--- config.mk ---
export PLATFORM = sky130hd
export DESIGN_NAME = xbuf_seq_ctrl_flat
export DESIGN_NICKNAME = d
export VERILOG_FILES = /design/src/rtl/matpu_pkg.sv /design/src/rtl/xbuf_seq_ctrl_if.sv /design/src/rtl/xbuf_seq_ctrl_step_cnt.sv /design/src/rtl/xbuf_seq_ctrl.sv /design/src/flat_wrapper.sv
export SDC_FILE = /design/constraint.sdc
export NUM_CORES = 1
export LEC_CHECK = 0
export ABC_CLOCK_PERIOD_IN_PS = 2400
export CAP_MARGIN = 20
export CORE_UTILIZATION = 49
export DETAILED_ROUTE_END_ITERATION = 8
export DONT_BUFFER_PORTS = 1
export PLACE_DENSITY = 0.69
export SYNTH_ARGS = -nofsm -noshare
export SYNTH_HDL_FRONTEND = slang
export SYNTH_SLANG_ARGS = --single-unit
--- constraint.sdc ---
create_clock -name clk -period 2.4 [get_ports clk]
set_input_delay 0.48 -clock clk [delete_from_list [all_inputs] [get_ports clk]]
set_output_delay 0.48 -clock clk [all_outputs]
set_load 0.02 [all_outputs]
--- src/rtl/matpu_pkg.sv ---
// Shared matrix-unit definitions: sequencer state type, default X-buffer
// geometry and counter widths used by the sequencer and the X buffer.
package matpu_pkg;

    localparam int unsigned XBUF_LOAD_WORDS  = 7;
    localparam int unsigned XBUF_SHIFT_STEPS = 9;
    localparam int unsigned XSEQ_DRAIN_CYC   = 4;

    localparam int unsigned COL_W   = 8;
    localparam int unsigned SHIFT_W = 4;
    localparam int unsigned ACC_W   = 8;
    localparam int unsigned ROWS_W  = 8;
    localparam int unsigned DRAIN_W = 16;

    typedef enum logic [2:0] {
        ST_IDLE,
        ST_LOAD,
        ST_COMPUTE,
        ST_DRAIN,
        ST_DONE
    } xseq_state_t;

    // Legal sequencer geometry: counters must never need to wrap past their width.
    function automatic logic xseq_params_ok(input int unsigned load_words,
                                            input int unsigned shift_steps,
                                            input int unsigned drain_cyc);
        return (load_words >= 1) && (load_words <= 256) &&
               (shift_steps >= 1) && (shift_steps <= 16) &&
               (drain_cyc >= 1) && (drain_cyc <= 65536);
    endfunction

endpackage

--- src/rtl/xbuf_seq_ctrl_if.sv ---
// Control/handshake bundle between the APB data path, the X-buffer
// sequencer and the X buffer / MAC array.
interface xbuf_seq_ctrl_if;
    import matpu_pkg::*;

    logic               start;
    logic               abort;
    logic [ROWS_W-1:0]  cfg_rows;
    logic               in_valid;
    logic               in_ready;
    logic               mac_ready;
    logic               load_en;
    logic               x_shift;
    logic [COL_W-1:0]   col_counter;
    logic [SHIFT_W-1:0] shift_count;
    logic [ACC_W-1:0]   acc_counter;
    logic               busy;
    logic               done;

    // Requesting side (register block / data path / MAC array model).
    modport master (
        output start, abort, cfg_rows, in_valid, mac_ready,
        input  in_ready, load_en, x_shift, col_counter, shift_count,
               acc_counter, busy, done
    );

    // Sequencer side.
    modport slave (
        input  start, abort, cfg_rows, in_valid, mac_ready,
        output in_ready, load_en, x_shift, col_counter, shift_count,
               acc_counter, busy, done
    );

endinterface

--- src/rtl/xbuf_seq_ctrl_step_cnt.sv ---
// Step counter: counts 0..term_i on enable, synchronous clear has priority.
// At the terminal value it either wraps to 0 (WRAP=1) or holds (WRAP=0);
// wrap_o flags the enabled step taken at the terminal value.
module xseq_step_cnt #(
    parameter int unsigned WIDTH = 8,
    parameter bit          WRAP  = 1'b0
) (
    input  logic             clk,
    input  logic             rst,
    input  logic             clr_i,
    input  logic             en_i,
    input  logic [WIDTH-1:0] term_i,
    output logic [WIDTH-1:0] cnt_o,
    output logic             last_o,
    output logic             wrap_o
);

    logic [WIDTH-1:0] cnt_q;
    logic [WIDTH-1:0] cnt_d;

    // Next count: clear, step, or wrap/hold at the terminal value.
    always_comb begin
        cnt_d = cnt_q;
        if (clr_i) begin
            cnt_d = '0;
        end else if (en_i) begin
            if (last_o) begin
                cnt_d = WRAP ? '0 : cnt_q;
            end else begin
                cnt_d = cnt_q + WIDTH'(1);
            end
        end
    end

    // Count register with asynchronous active-low reset.
    always_ff @(posedge clk or negedge rst) begin
        if (!rst) begin
            cnt_q <= '0;
        end else begin
            cnt_q <= cnt_d;
        end
    end

    // Terminal compare and wrap flag.
    always_comb begin
        last_o = (cnt_q == term_i);
        wrap_o = en_i & last_o & ~clr_i;
        cnt_o  = cnt_q;
    end

endmodule

--- src/rtl/xbuf_seq_ctrl.sv ---
// X operand buffer sequencer: per row a LOAD phase of LOAD_WORDS beats and a
// COMPUTE phase of SHIFT_STEPS MAC-paced rotates, then DRAIN and a DONE pulse.
module xbuf_seq_ctrl
    import matpu_pkg::*;
#(
    parameter int unsigned LOAD_WORDS  = XBUF_LOAD_WORDS,
    parameter int unsigned SHIFT_STEPS = XBUF_SHIFT_STEPS,
    parameter int unsigned DRAIN_CYC   = XSEQ_DRAIN_CYC
) (
    input  logic          clk,
    input  logic          rst,
    xbuf_seq_ctrl_if.slave bus
);

    if (!xseq_params_ok(LOAD_WORDS, SHIFT_STEPS, DRAIN_CYC)) begin : g_bad_params
        $error("xbuf_seq_ctrl: LOAD_WORDS, SHIFT_STEPS or DRAIN_CYC out of range");
    end

    localparam logic [COL_W-1:0]   COL_TERM   = COL_W'(LOAD_WORDS - 1);
    localparam logic [SHIFT_W-1:0] SHIFT_TERM = SHIFT_W'(SHIFT_STEPS - 1);
    localparam logic [DRAIN_W-1:0] DRAIN_TERM = DRAIN_W'(DRAIN_CYC - 1);

    xseq_state_t        state_q;
    logic [ROWS_W-1:0]  rows_q;
    logic [ACC_W-1:0]   acc_q;

    logic               in_load;
    logic               in_compute;
    logic               in_drain;
    logic               start_ok;
    logic               beat;
    logic               step;
    logic               last_row;
    logic               row_next;
    logic               col_clr;
    logic               shift_clr;
    logic               drain_clr;
    logic               drain_en;

    logic [COL_W-1:0]   col_cnt;
    logic               col_last_unused;
    logic               col_wrap;
    logic [SHIFT_W-1:0] shift_cnt;
    logic               shift_last_unused;
    logic               shift_wrap;
    logic [DRAIN_W-1:0] drain_cnt_unused;
    logic               drain_last_unused;
    logic               drain_wrap;

    // Handshake qualification; abort suppresses every accept/step in its cycle.
    always_comb begin
        in_load    = (state_q == ST_LOAD);
        in_compute = (state_q == ST_COMPUTE);
        in_drain   = (state_q == ST_DRAIN);
        start_ok   = (state_q == ST_IDLE) & bus.start & (bus.cfg_rows != '0) & ~bus.abort;
        beat       = in_load & bus.in_valid & ~bus.abort;
        step       = in_compute & bus.mac_ready & ~bus.abort;
        last_row   = (acc_q == ACC_W'(rows_q - ROWS_W'(1)));
        row_next   = shift_wrap & ~last_row;
        col_clr    = bus.abort | start_ok | row_next;
        shift_clr  = bus.abort | start_ok;
        // Drain counter idles at 0 outside DRAIN, so entry always starts a full wait.
        drain_clr  = ~in_drain | bus.abort;
        drain_en   = in_drain & ~bus.abort;
    end

    xseq_step_cnt #(.WIDTH(COL_W), .WRAP(1'b0)) u_col_cnt (
        .clk    (clk),
        .rst    (rst),
        .clr_i  (col_clr),
        .en_i   (beat),
        .term_i (COL_TERM),
        .cnt_o  (col_cnt),
        .last_o (col_last_unused),
        .wrap_o (col_wrap)
    );

    xseq_step_cnt #(.WIDTH(SHIFT_W), .WRAP(1'b1)) u_shift_cnt (
        .clk    (clk),
        .rst    (rst),
        .clr_i  (shift_clr),
        .en_i   (step),
        .term_i (SHIFT_TERM),
        .cnt_o  (shift_cnt),
        .last_o (shift_last_unused),
        .wrap_o (shift_wrap)
    );

    // Counts up 0..DRAIN_CYC-1; same cycle count as loading DRAIN_CYC-1 and counting down.
    xseq_step_cnt #(.WIDTH(DRAIN_W), .WRAP(1'b0)) u_drain_cnt (
        .clk    (clk),
        .rst    (rst),
        .clr_i  (drain_clr),
        .en_i   (drain_en),
        .term_i (DRAIN_TERM),
        .cnt_o  (drain_cnt_unused),
        .last_o (drain_last_unused),
        .wrap_o (drain_wrap)
    );

    // Sequencer FSM with row bookkeeping; abort overrides every state.
    always_ff @(posedge clk or negedge rst) begin
        if (!rst) begin
            state_q <= ST_IDLE;
            rows_q  <= '0;
            acc_q   <= '0;
        end else if (bus.abort) begin
            state_q <= ST_IDLE;
            acc_q   <= '0;
        end else begin
            case (state_q)
                ST_IDLE: begin
                    if (start_ok) begin
                        state_q <= ST_LOAD;
                        rows_q  <= bus.cfg_rows;
                        acc_q   <= '0;
                    end
                end
                ST_LOAD: begin
                    if (col_wrap) begin
                        state_q <= ST_COMPUTE;
                    end
                end
                ST_COMPUTE: begin
                    if (shift_wrap) begin
                        if (last_row) begin
                            state_q <= ST_DRAIN;
                        end else begin
                            state_q <= ST_LOAD;
                            acc_q   <= acc_q + ACC_W'(1);
                        end
                    end
                end
                ST_DRAIN: begin
                    if (drain_wrap) begin
                        state_q <= ST_DONE;
                    end
                end
                ST_DONE: begin
                    state_q <= ST_IDLE;
                end
                default: begin
                    state_q <= ST_IDLE;
                end
            endcase
        end
    end

    // Output decode from registered state and counters.
    always_comb begin
        bus.load_en     = in_load;
        bus.in_ready    = in_load & ~bus.abort;
        bus.x_shift     = step;
        bus.busy        = (state_q != ST_IDLE);
        bus.done        = (state_q == ST_DONE);
        bus.col_counter = col_cnt;
        bus.shift_count = shift_cnt;
        bus.acc_counter = acc_q;
    end

endmodule

--- src/flat_wrapper.sv ---
// flat-port wrapper written by rule: the top's interface ports become plain ports
module xbuf_seq_ctrl_flat import matpu_pkg::*;
#(
    parameter int unsigned LOAD_WORDS  = XBUF_LOAD_WORDS,
    parameter int unsigned SHIFT_STEPS = XBUF_SHIFT_STEPS,
    parameter int unsigned DRAIN_CYC   = XSEQ_DRAIN_CYC
)
  (clk, rst, bus_start, bus_abort, bus_cfg_rows, bus_in_valid, bus_mac_ready, bus_in_ready, bus_load_en, bus_x_shift, bus_col_counter, bus_shift_count, bus_acc_counter, bus_busy, bus_done);
  xbuf_seq_ctrl_if bus_i ();
  input  logic clk;
  input  logic rst;
  input wire logic [$bits(bus_i.start)-1:0] bus_start;
  input wire logic [$bits(bus_i.abort)-1:0] bus_abort;
  input wire logic [$bits(bus_i.cfg_rows)-1:0] bus_cfg_rows;
  input wire logic [$bits(bus_i.in_valid)-1:0] bus_in_valid;
  input wire logic [$bits(bus_i.mac_ready)-1:0] bus_mac_ready;
  output wire logic [$bits(bus_i.in_ready)-1:0] bus_in_ready;
  output wire logic [$bits(bus_i.load_en)-1:0] bus_load_en;
  output wire logic [$bits(bus_i.x_shift)-1:0] bus_x_shift;
  output wire logic [$bits(bus_i.col_counter)-1:0] bus_col_counter;
  output wire logic [$bits(bus_i.shift_count)-1:0] bus_shift_count;
  output wire logic [$bits(bus_i.acc_counter)-1:0] bus_acc_counter;
  output wire logic [$bits(bus_i.busy)-1:0] bus_busy;
  output wire logic [$bits(bus_i.done)-1:0] bus_done;
  assign bus_i.start = bus_start;
  assign bus_i.abort = bus_abort;
  assign bus_i.cfg_rows = bus_cfg_rows;
  assign bus_i.in_valid = bus_in_valid;
  assign bus_i.mac_ready = bus_mac_ready;
  assign bus_in_ready = bus_i.in_ready;
  assign bus_load_en = bus_i.load_en;
  assign bus_x_shift = bus_i.x_shift;
  assign bus_col_counter = bus_i.col_counter;
  assign bus_shift_count = bus_i.shift_count;
  assign bus_acc_counter = bus_i.acc_counter;
  assign bus_busy = bus_i.busy;
  assign bus_done = bus_i.done;
  xbuf_seq_ctrl #(.LOAD_WORDS(LOAD_WORDS), .SHIFT_STEPS(SHIFT_STEPS), .DRAIN_CYC(DRAIN_CYC)) u_core (.clk(clk), .rst(rst), .bus(bus_i));
endmodule
==> impl_metrics.toml <==
[synth]
synth-async-reset-ratio_pct = 100.0
syn_area_sq_mm = 0.002629
seq_area_frac_synth_pct = 44.74
ys_ff_latch = 47
synth_edf_count = 0
synth_ff_type = "dfrtp_1"
synth_nets = 293
synthCells = 272
yosys_warnings = 0
synthDistinctLibCells = 47
synth_area_per_cell_sq_um = 9.665

[detailed_routing]
via_per_inst = 5.549
initialDrtViolationCount = 92
num_vias = 2042
wl_um = 5472
post_drt_wl_per_cell_um = 14.87
ant_nets = 0
first_pass_iters = 4
remaining_drc_errors = 0

[worst_setup_path]
cp-start-kind = "register"
cp_max_fo = 8
critPathRequiredTime_ps = 2620
arrival_ps = 2420
cp-end-kind = "register"
crit_type = "register to register"

[timing]
clock-skew-final_ps = 8.293
setup_viol = 0
timing.fmax_mhz = 453.9
final.setup.tns_ps = 0
slew_headroom_pct = 61.13
timing_hold_violations_final = 0
final.min_clock_period_ps = 2203
drv_slew = 0
worst_pin_slew_ps = 574.9
period_share_pct = 91.79
rsz0062_at_grt = "no"
whs_ps = 14.47

[floorplanning]
dieArea_sq_mm = 0.005662
initial_core_util_pct = 51.14
core_area_sq_mm = 0.005140
row_count = 26
chipHeight_um = 75.25
die_w_um = 75.25
ios = 39

[power_and_ir_drop]
p_sw_share_pct = 29.09
clkPwrFrac_pct = 30.0
power.leakage_uw = 0.001333
vdd_ir_drop_max_mv = 0.2913
power_frac_comb_pct = 17.8
p_sw_uw = 491.3
p_int_uw = 1198
pwr_density_cell_mw_per_mm2 = 567.4
seqPwrFrac_pct = 52.2

[grt]
grt-ovfl-total = 0
grt_pass1_vias = 1962
grt_max_degree = 48
grt.total_usage_pct = 21.01
antenna_found_initial = 0
grt_pass1_wl_um = 8866

[place]
hpwl_um = 4000
io_buffer_count = 0
gp_congestion = 0.8261

[clock_tree]
ctsHoldBuffers = 1
cts_buffer_depth = 2
root_buffer = "clkbuf_8"
cts_tree = "built"
clkLatencyLatePin_ps = 310
htree_levels = 2
cts-resized-gates = 0
cts_buffers = 5
cts.clk_slew.worst_paths_ps = 90
cts_setup_buffers = 0
cts.sinks = 47

[job]
drv_cap = 0

[cells_and_area]
fillers = 471
drive_gt1_share_pct = 13.42
nNetsFinal = 318
regArea_sq_mm = 0.001176
antenna_cells = 0
multi_input_area_sq_mm = 0.001384
synthToLayoutAreaGrowth_pct = 13.23

[outcome]
outcome = "finished, final reports clean"

[min_path]
hold_class = "input port to asynchronous set/reset pin"
[cell usage in the layout (no fill, tap or decap), drive strengths merged, types with 2 or more instances in the layout]
cell type  count
a211oi         2
a21o           4
a21oi          8
a311oi         2
a31o           3
a31oi          2
and2           3
and3           9
buf           22
clkbuf         7
dfrtp         47
ha             7
inv           13
mux2           8
mux2i          2
nand2         25
nand2b         3
nand3         12
nand4         12
nor2          34
nor2b          4
nor3           7
nor3b          3
nor4           6
o21ai          7
o31ai          2
or3            2
xnor2          9
xor2          21
[worst max-delay path, cell delays in order (launching register included)]
cell       delay, ps
dfrtp_1          390
inv_1             70
ha_1             300
xor2_1           160
nand2_1          100
a2111oi_4        340
a31oi_1          150
nand2b_1         240
buf_4            200
a211oi_1         170
[path summary, 6_finish.rpt]
path | startpoint | to | slack [ps] | cells past startpoint
max | u_core.rows_q[0]$_DFFE_PN0P_ | u_core.u_col_cnt.cnt_o[1]$_DFFE_PN0P_ | 200 | 9
min | rst | u_core.bus.acc_counter[4]$_DFFE_PN0P_ | 10 | 1
min in group clk | bus_cfg_rows[1] | u_core.rows_q[1]$_DFFE_PN0P_ | 300 | 2
max in group asynchronous | rst | u_core.u_drain_cnt.cnt_o[2]$_DFFE_PN0P_ | 2180 | 1
max reg2reg | u_core.rows_q[0]$_DFFE_PN0P_ | u_core.u_col_cnt.cnt_o[1]$_DFFE_PN0P_ | 200 | 9
min reg2reg | u_core.u_drain_cnt.cnt_o[1]$_DFFE_PN0P_ | u_core.u_drain_cnt.cnt_o[1]$_DFFE_PN0P_ | 550 | 2
[power by group through the flow]
stage	clock network (uW)	registers [uW]	logic, uW
after floorplan	0	886	219
after global placement	0	898	271
after detailed placement	0	899	278
after CTS	520	882	302
after global routing	547	889	336
final	506	882	301
[stage by stage]
stage	util [%]	setup slack (ps)	area (sq um)	instances	power, uW
after floorplan	-	273.3	2629	272	1105
after global placement	55.53	286.7	2854	359	1168
after detailed placement	55.53	202.5	2854	359	1177
after CTS	57.91	206.7	2977	368	1704
after global routing	57.91	55.29	2977	368	1772
final	57.91	197.0	2977	368	1689
[cell type report]
cell class / count / share of cell area (%)
Clock buffer: 7 / 2.900
Clock inverter: 1 / 0.2942
Inverter: 13 / 1.639
Multi-Input combinational cell: 208 / 46.49
Sequential cell: 47 / 39.51
Tap cell: 70 / 2.942
Timing Repair Buffer: 22 / 6.221
[per-layer routing]
layer	vias up	global-route usage, %	part of all wire (%)	routed length (um)
met5	-	0	0	0
met4	0	7.613	1.7	94
met3	8	6.426	5.8	316
met2	39	34.83	48	2635
met1	986	26.02	44	2426
li1	1009	-	-	-
[kinds of logic (layout without fill, tap and decap cells)]
logic type | count (synthesis) | after routing | synth area share, %
adder cells (fa/ha/maj) | 7 | 7 | 3.332
flip-flops | 47 | 47 | 44.74
multiplexers | 10 | 10 | 4.474
AND/OR/NAND/NOR | 123 | 123 | 23.56
AO/OA/AOI/OAI | 38 | 38 | 11.28
XOR/XNOR | 30 | 30 | 9.996
buffers and inverters | 17 | 43 | 2.618
[cells in the mapped netlist (3+ instances only)]
library cell | n | area [sq um]
nand2_1 | 25 | 93.84
xor2_1 | 21 | 183.9
nor2b_1 | 4 | 25.02
mux2_1 | 4 | 45.04
nand4_1 | 12 | 75.07
nor3b_1 | 3 | 22.52
a21oi_1 | 8 | 40.04
nand2b_1 | 3 | 18.77
and3_1 | 9 | 56.30
nor4_1 | 6 | 37.54
and2_1 | 3 | 18.77
xnor2_1 | 9 | 78.83
nor2_1 | 34 | 127.6
nor3_1 | 6 | 30.03
dfrtp_1 | 47 | 1176
ha_1 | 7 | 87.58
nand3_1 | 12 | 60.06
inv_1 | 11 | 41.29
o21ai_0 | 7 | 35.03
a21o_1 | 4 | 30.03
[flip-flops by register name, summed over array words and instances, names as in the netlist]
signal                    cells
u_core.u_col_cnt.cnt_o        8
u_core.u_shift_cnt.cnt_o      4
u_core.rows_q                 8
u_core.u_drain_cnt.cnt_o     16
u_core.bus.acc_counter        8
u_core.state_q                3
Power figures use the tool's default switching activity.
